===== src/rtl/pll_sup_pkg.sv =====
// Shared types and constants for the PLL lock supervisor.
package pll_sup_pkg;

    localparam int unsigned RETRY_W = 4;
    localparam int unsigned LOSS_W  = 8;

    typedef enum logic [2:0] {
        HOLD,
        WAIT_LOCK,
        STABLE,
        RUN,
        FAULT
    } state_e;

    function automatic int unsigned max3(input int unsigned a,
                                         input int unsigned b,
                                         input int unsigned c);
        int unsigned m;
        m = (a > b) ? a : b;
        return (m > c) ? m : c;
    endfunction

endpackage


===== src/rtl/sync_2ff.sv =====
// Two-flop synchronizer for asynchronous status inputs (PLL lock, ADC/FT245 flags).
module sync_2ff #(
    parameter int unsigned W = 1
) (
    input  logic         clk,
    input  logic         rst_n,
    input  logic [W-1:0] d_i,
    output logic [W-1:0] q_o
);

    logic [W-1:0] meta_q;
    logic [W-1:0] sync_q;

    always_ff @(posedge clk or negedge rst_n) begin
        if (!rst_n) begin
            meta_q <= '0;
            sync_q <= '0;
        end else begin
            meta_q <= d_i;
            sync_q <= meta_q;
        end
    end

    assign q_o = sync_q;

endmodule


===== src/rtl/pll_lock_supervisor.sv =====
// Sequences PLL reset/lock and gates the downstream system reset on a stable lock.
// Runs from the free-running oscillator, never from the PLL output.
module pll_lock_supervisor
    import pll_sup_pkg::*;
#(
    parameter int unsigned RST_CYCLES    = 16,
    parameter int unsigned LOCK_TIMEOUT  = 65535,
    parameter int unsigned STABLE_CYCLES = 256,
    parameter int unsigned MAX_RETRY     = 3
) (
    input  logic               clk,
    input  logic               rst_n,
    input  logic               en_i,
    input  logic               clr_fault_i,
    input  logic               locked_i,
    output logic               pll_reset_o,
    output logic               sys_rst_n_o,
    output logic               ready_o,
    output logic               fault_o,
    output logic [RETRY_W-1:0] retry_cnt_o,
    output logic [LOSS_W-1:0]  loss_cnt_o
);

    localparam int unsigned CNT_MAX = max3(RST_CYCLES, LOCK_TIMEOUT, STABLE_CYCLES);
    localparam int unsigned CNT_W   = $clog2(CNT_MAX) + 1;

    localparam logic [CNT_W-1:0]   RST_LAST    = CNT_W'(RST_CYCLES - 1);
    localparam logic [CNT_W-1:0]   TO_LAST     = CNT_W'(LOCK_TIMEOUT - 1);
    localparam logic [CNT_W-1:0]   STABLE_LAST = CNT_W'(STABLE_CYCLES - 1);
    localparam logic [RETRY_W-1:0] RETRY_MAX   = RETRY_W'(MAX_RETRY);

    logic               lock_s;
    state_e             state_q, state_d;
    logic [CNT_W-1:0]   cnt_q, cnt_d;
    logic [RETRY_W-1:0] retry_q, retry_d;
    logic [LOSS_W-1:0]  loss_q, loss_d;
    logic               fail_c;
    logic               pll_reset_q, sys_rst_n_q, ready_q, fault_q;

    sync_2ff #(
        .W (1)
    ) u_lock_sync (
        .clk   (clk),
        .rst_n (rst_n),
        .d_i   (locked_i),
        .q_o   (lock_s)
    );

    // Next-state, shared counter and statistics
    always_comb begin
        state_d = state_q;
        cnt_d   = cnt_q;
        retry_d = retry_q;
        loss_d  = loss_q;
        fail_c  = 1'b0;

        case (state_q)
            HOLD: begin
                if (cnt_q == RST_LAST) begin
                    if (en_i) begin
                        state_d = WAIT_LOCK;
                        cnt_d   = '0;
                    end
                end else begin
                    cnt_d = cnt_q + CNT_W'(1);
                end
            end
            WAIT_LOCK: begin
                if (!en_i) begin
                    state_d = HOLD;
                    cnt_d   = '0;
                end else if (lock_s) begin
                    state_d = STABLE;
                    cnt_d   = '0;
                end else if (cnt_q == TO_LAST) begin
                    fail_c = 1'b1;
                end else begin
                    cnt_d = cnt_q + CNT_W'(1);
                end
            end
            STABLE: begin
                if (!en_i) begin
                    state_d = HOLD;
                    cnt_d   = '0;
                end else if (!lock_s) begin
                    fail_c = 1'b1;
                end else if (cnt_q == STABLE_LAST) begin
                    state_d = RUN;
                    cnt_d   = '0;
                end else begin
                    cnt_d = cnt_q + CNT_W'(1);
                end
            end
            RUN: begin
                retry_d = '0;
                if (!en_i) begin
                    state_d = HOLD;
                    cnt_d   = '0;
                end else if (!lock_s) begin
                    if (loss_q != {LOSS_W{1'b1}}) begin
                        loss_d = loss_q + LOSS_W'(1);
                    end
                    state_d = HOLD;
                    cnt_d   = '0;
                end
            end
            FAULT: begin
                if (clr_fault_i) begin
                    state_d = HOLD;
                    retry_d = '0;
                    cnt_d   = '0;
                end
            end
            default: begin
                state_d = HOLD;
                cnt_d   = '0;
            end
        endcase

        // A failed attempt either retries from HOLD or gives up once the budget is spent
        if (fail_c) begin
            cnt_d = '0;
            if (retry_q == RETRY_MAX) begin
                state_d = FAULT;
            end else begin
                retry_d = retry_q + RETRY_W'(1);
                state_d = HOLD;
            end
        end
    end

    // State, counters and outputs decoded from the next state
    always_ff @(posedge clk or negedge rst_n) begin
        if (!rst_n) begin
            state_q     <= HOLD;
            cnt_q       <= '0;
            retry_q     <= '0;
            loss_q      <= '0;
            pll_reset_q <= 1'b1;
            sys_rst_n_q <= 1'b0;
            ready_q     <= 1'b0;
            fault_q     <= 1'b0;
        end else begin
            state_q     <= state_d;
            cnt_q       <= cnt_d;
            retry_q     <= retry_d;
            loss_q      <= loss_d;
            pll_reset_q <= (state_d == HOLD) || (state_d == FAULT);
            sys_rst_n_q <= (state_d == RUN);
            ready_q     <= (state_d == RUN);
            fault_q     <= (state_d == FAULT);
        end
    end

    assign pll_reset_o = pll_reset_q;
    assign sys_rst_n_o = sys_rst_n_q;
    assign ready_o     = ready_q;
    assign fault_o     = fault_q;
    assign retry_cnt_o = retry_q;
    assign loss_cnt_o  = loss_q;

endmodule


===== config.mk =====
export PLATFORM = sky130hd
export DESIGN_NAME = pll_lock_supervisor
export DESIGN_NICKNAME = d
export VERILOG_FILES = /design/src/rtl/pll_sup_pkg.sv /design/src/rtl/sync_2ff.sv /design/src/rtl/pll_lock_supervisor.sv
export SDC_FILE = /design/constraint.sdc
export NUM_CORES = 1
export LEC_CHECK = 0
export CORE_UTILIZATION = 50
export DETAILED_ROUTE_END_ITERATION = 8
export PLACE_DENSITY = 0.81
export SYNTH_ARGS = -nofsm -noshare
export SYNTH_HDL_FRONTEND = slang
export SYNTH_SLANG_ARGS = --single-unit

===== constraint.sdc =====
create_clock -name clk -period 5.6 [get_ports clk]
set_input_delay 1.12 -clock clk [delete_from_list [all_inputs] [get_ports clk]]
set_output_delay 1.12 -clock clk [all_outputs]
set_load 0.02 [all_outputs]

Yosys cells after proc, flatten, opt, wreduce, memory -nomap -nowiden
Index checks and enable logic that the tools add are counted.
{"block": "op_classes", "add_sub_neg": 3, "n_eq_ne": 16, "mux": 36, "bitwise": 1, "reduce_logical": 5}
{"op": "$mux W17", "n": 12}
{"op": "$pmux W17 S5", "n": 1}
{"op": "$mux W3", "n": 12}
{"op": "$add A17 B1 Y17 const B", "n": 1}
{"op": "$eq A17 B16 Y1 const B", "n": 1}
{"op": "$eq A17 B4 Y1 const B", "n": 1}
{"op": "$eq A17 B8 Y1 const B", "n": 1}
{"op": "$pmux W3 S5", "n": 1}
{"op": "$mux W4", "n": 3}
{"op": "$eq A3 B2 Y1 const B", "n": 3}
{"op": "$add A8 B1 Y8 const B", "n": 1}
{"op": "$ne A4 B4 Y1 const B", "n": 2}
{"op": "$ne A8 B8 Y1 const B", "n": 1}
{"op": "$pmux W4 S2", "n": 1}
{"op": "$eq A3 B3 Y1 const B", "n": 2}
{"op": "$logic_not A3 Y1", "n": 2}
{"op": "$mux W1", "n": 5}
{"op": "$ne A5 B4 Y1 const B", "n": 1}
{"op": "$reduce_and A5 Y1", "n": 1}
{"op": "$add A4 B1 Y4 const B", "n": 1}
{"op": "$eq A4 B2 Y1 const B", "n": 1}
{"op": "$ne A4 B3 Y1 const B", "n": 1}
{"op": "$reduce_and A4 Y1", "n": 1}
{"op": "$eq A3 B1 Y1 const B", "n": 1}
{"op": "other kinds (4)", "n": 4}
{"block": "word_totals", "regBits": 37, "inputBits": 5, "elab_cells": 70}

Longest topological paths before layout
{"block": "logic_depth", "depth_word": 8, "mapped_depth": 10, "depth_no_buf": 8}

Cells and area by module
A second synthesis with hierarchy kept.
{"block": "unflattened", "cells_unflattened": 204, "area_unflattened_um2": 1970.6}
{"module": "pll_lock_supervisor", "n_inst": 1, "cells_each": 202, "area_each_um2": 1920.6}
{"module": "sync_2ff", "n_inst": 1, "cells_each": 2, "area_each_um2": 50.0}

Worst setup path before layout
Ideal clock, no wire load.
{"block": "synth_path", "path_type": "input port to flip-flop", "from": "input en_i", "to": "register cnt_q[11]", "setup_time_ps": 95, "arrival_time_ps": 2280, "required_ps": 5505, "path_slack_ps": 3225, "cell_stages": 8, "n_path_buf": 2, "path_cell_list": "nor2b_1 -> and3_1 -> nand3_1 -> and3b_1 -> clkbuf_2 -> nand2_1 -> buf_6 -> o31ai_1"}
{"block": "synth_via", "elab_chain_cells": 4, "elab_cells_between_ends": 14, "classes_between": "eq/ne (5); mux (8); reduce/logical (1)"}
{"element": "from (decl)", "line_no": "pll_lock_supervisor.sv:13", "source": "input logic en_i,"}
{"element": "$mux W1, on equally long branches", "line_no": "pll_lock_supervisor.sv:82, pll_lock_supervisor.sv:69"}
{"element": "$pmux W1 S2", "line_no": "pll_lock_supervisor.sv:57", "source": "case (state_q)"}
{"element": "$ne A5 B4 Y1 (no source line), or another cell as far along"}
{"element": "$reduce_and A5 Y1 (no source line)"}
{"element": "to (signal assigned)", "line_no": "pll_lock_supervisor.sv:145", "source": "cnt_q <= cnt_d;"}
{"element": "to (decl)", "line_no": "pll_lock_supervisor.sv:34", "source": "logic [CNT_W-1:0] cnt_q, cnt_d;"}
Parallel ways exist; a longest one is shown, timed or not.
A chain may end at the register's enable or synchronous reset.

Worst setup path in the final report
{"block": "layout_path", "from": "input en_i", "to": "register cnt_q[6]"}
The elaborated chain is that of the path after synthesis.

==> impl_metrics.py <==
metrics = {
    "status": {
        "status": "finished, final reports clean",
    },
    "cts": {
        "worstSkewPairLatency_ns": 0.29,
        "clk_pin_slew_worst_paths_ns": 0.07,
        "cts-resized-gates": 0,
        "cts_setup_buffers": 0,
        "cts.sinks": 37,
        "cts_tree": "done",
        "cts_buffers": 5,
        "cts-root-buf": "clkbuf_8",
        "cts_buffer_depth": 2,
        "cts.hold.buffers_added": 0,
        "htree_levels": 2,
    },
    "grt": {
        "overflow": 0,
        "track_usage_pct": 21.1,
        "grt_pass1_wl_um": 7070,
        "grt_max_degree": 38,
        "first_global_vias": 1559,
        "antenna_found_initial": 0,
    },
    "synthesis": {
        "syn_area_um2": 2080,
        "syn_nets": 223,
        "synth.avg_cell_area_um2": 9.74,
        "netlist_instances": 214,
        "seq_area_frac_synth_pct": 44.5,
        "synthDistinctLibCells": 49,
        "ys_seq_elements": 37,
        "yosysWarnings": 0,
    },
    "floorplan": {
        "start_util_pct": 52.1,
        "core_area_um2": 4000,
        "rows": 23,
        "boundaryPins": 21,
        "die_y_um": 66.6,
        "die_area_um2": 4430,
        "die_w_um": 66.6,
    },
    "hold_path": {
        "hold_class": "reg -> reg",
    },
    "routing": {
        "final_antenna_net_count": 0,
        "drt_iter0_drc": 141,
        "drtPass1Iterations": 4,
        "route.vias.total": 1664,
        "avgRoutedWirePerCell_um": 14.6,
        "via_per_inst": 5.88,
        "drcViolationCount": 0,
        "drt-total-wl_um": 4140,
    },
    "timing": {
        "fmax_mhz": 298,
        "whs_ns": 0.356,
        "tightestPinTransition_ns": 0.819,
        "timing.final.crit_share_pct": 60.0,
        "setup_viol": 0,
        "relSlewSlack_pct": 45.4,
        "rsz0062_at_grt": "no",
        "drv_slew": 0,
        "clock_skew_ns": 0.0120,
        "fin_crit_ns": 3.36,
        "hold_violations": 0,
        "finalSetupTns_ns": 0,
    },
    "layout": {
        "final_common_cell": "dfrtp_1",
        "diodes": 0,
        "fin_cells": 283,
        "design_area_um2": 2350,
        "drive_above_1_share_pct": 9.44,
        "area_growth_pct": 12.7,
        "final_util_pct": 58.7,
        "fillers": 354,
        "nNetsFinal": 241,
        "layout_common_cells": "dfrtp_1 (36), nand2_1 (28), clkdlybuf4s50_1 (19)",
    },
    "run": {
        "maxCapViolations": 0,
    },
    "placed_design": {
        "place_inst": 275,
        "gp_congestion": 0.816,
        "dp_hpwl_um": 2880,
        "portBuffers": 20,
        "place_area_um2": 2260,
    },
    "worst_setup_path": {
        "path_max_fanout": 16,
        "end_kind": "register",
        "rrSetupSlack_ns": 2.84,
        "worstPathRequired_ns": 5.77,
        "arrival_ns": 3.53,
        "criticalPathCategory": "in -> reg",
        "startpoint_type": "input port",
    },
    "power": {
        "ir_worst_vdd_v": 0.000193,
        "power_density_nw_per_um2": 349,
        "p_leak_nw": 0.992,
    },
}
## cell usage after synthesis (all sizes together)
master,number,area share [%]
nand2b,5,1.5
and4,1,0.42
buf,7,3.1
a31oi,4,1.2
a21oi,3,0.72
o211ai,5,2.3
dfrtp,36,43
or3,3,1.2
o31ai,8,3.5
nor3b,1,0.36
nand3b,2,0.72
o21a,3,1.1
xor2,2,0.84
o22ai,5,1.5
or4,1,0.54
a2bb2oi,1,0.42
mux2i,4,1.9
nor4,1,0.30
dfstp,1,1.3
clkbuf,2,0.90
a32oi,7,2.9
or2,1,0.30
o311ai,1,0.42
ha,4,2.4
nand3,14,3.4
and3b,1,0.42
and2,7,2.1
nor4b,1,0.42
o31a,1,0.42
nor3,4,0.96
and3,6,1.9
a221o,1,0.54
nor2b,4,1.2
nand2,30,5.6
nand4,6,1.8
o21ai,6,2.0
inv,7,1.3
nor2,11,2.0
xnor2,7,2.9
## worst max-delay path, stage by stage
cell and delay [ns]:
clkdlybuf4s50_1 0.48, nor2b_1 0.18, and3_1 0.18, nand3_1 0.11, and3b_1 0.53, nand2_1 0.50
o311ai_0 0.42
## cell type report
cell class	instances	area [um2]	share of cell area [%]
Timing Repair Buffer	20	195	8.31
Inverter	7	26.3	1.12
Clock buffer	8	90.1	3.84
Multi-Input combinational cell	161	1050	44.6
Sequential cell	37	927	39.5
Tap cell	50	62.6	2.66
## registers in the layout (all words and copies together), names as in the netlist
signal and cells:
fault_o 1, ready_o 1, u_lock_sync.q_o 1, cnt_q 17, loss_cnt_o 8, u_lock_sync.meta_q 1
state_q 3, pll_reset_o 1, retry_cnt_o 4
## layer usage
layer	part of all wire [%]	global-route usage, %
met5	0	0
met4	1.2	7.71
met3	5.0	4.97
met2	48	32.4
met1	46	28.6
## report_power, final
part           switching (mW)  internal, mW
Clock                  0.0884         0.100
Combinational           0.126         0.110
Sequential             0.0752         0.320
Total                   0.290         0.530
## metrics by stage
stage,total power [mW],worst slack (ns)
after floorplan,0.578,3.22
after global placement,0.626,2.02
after detailed placement,0.635,1.93
after CTS,0.826,2.24
after global routing,0.875,2.02
final,0.820,2.24
## kinds of logic (layout without fill, tap and decap cells)
| kind of cell | after synthesis | after routing | synth area share (%) |
|---|---|---|---|
| XOR/XNOR | 9 | 9 | 3.78 |
| adder cells (fa/ha/maj) | 4 | 4 | 2.40 |
| buffers and inverters | 16 | 35 | 5.28 |
| AND/OR/NAND/NOR | 99 | 99 | 25.1 |
| AO/OA/AOI/OAI | 45 | 45 | 17.0 |
| multiplexers | 4 | 4 | 1.92 |
| flip-flops | 37 | 37 | 44.5 |
## final timing paths
check                                   start         endpoint  cells past startpoint
hold / removal             u_lock_sync.meta_q  u_lock_sync.q_o                      0
max in group asynchronous               rst_n    loss_cnt_o[2]                      1
hold reg to reg            u_lock_sync.meta_q  u_lock_sync.q_o                      0
min in group asynchronous               rst_n        cnt_q[13]                      1
setup / recovery                         en_i         cnt_q[6]                      7
setup reg to reg                     cnt_q[0]         cnt_q[6]                      6
Note: power is estimated with default switching activity, not from simulation.
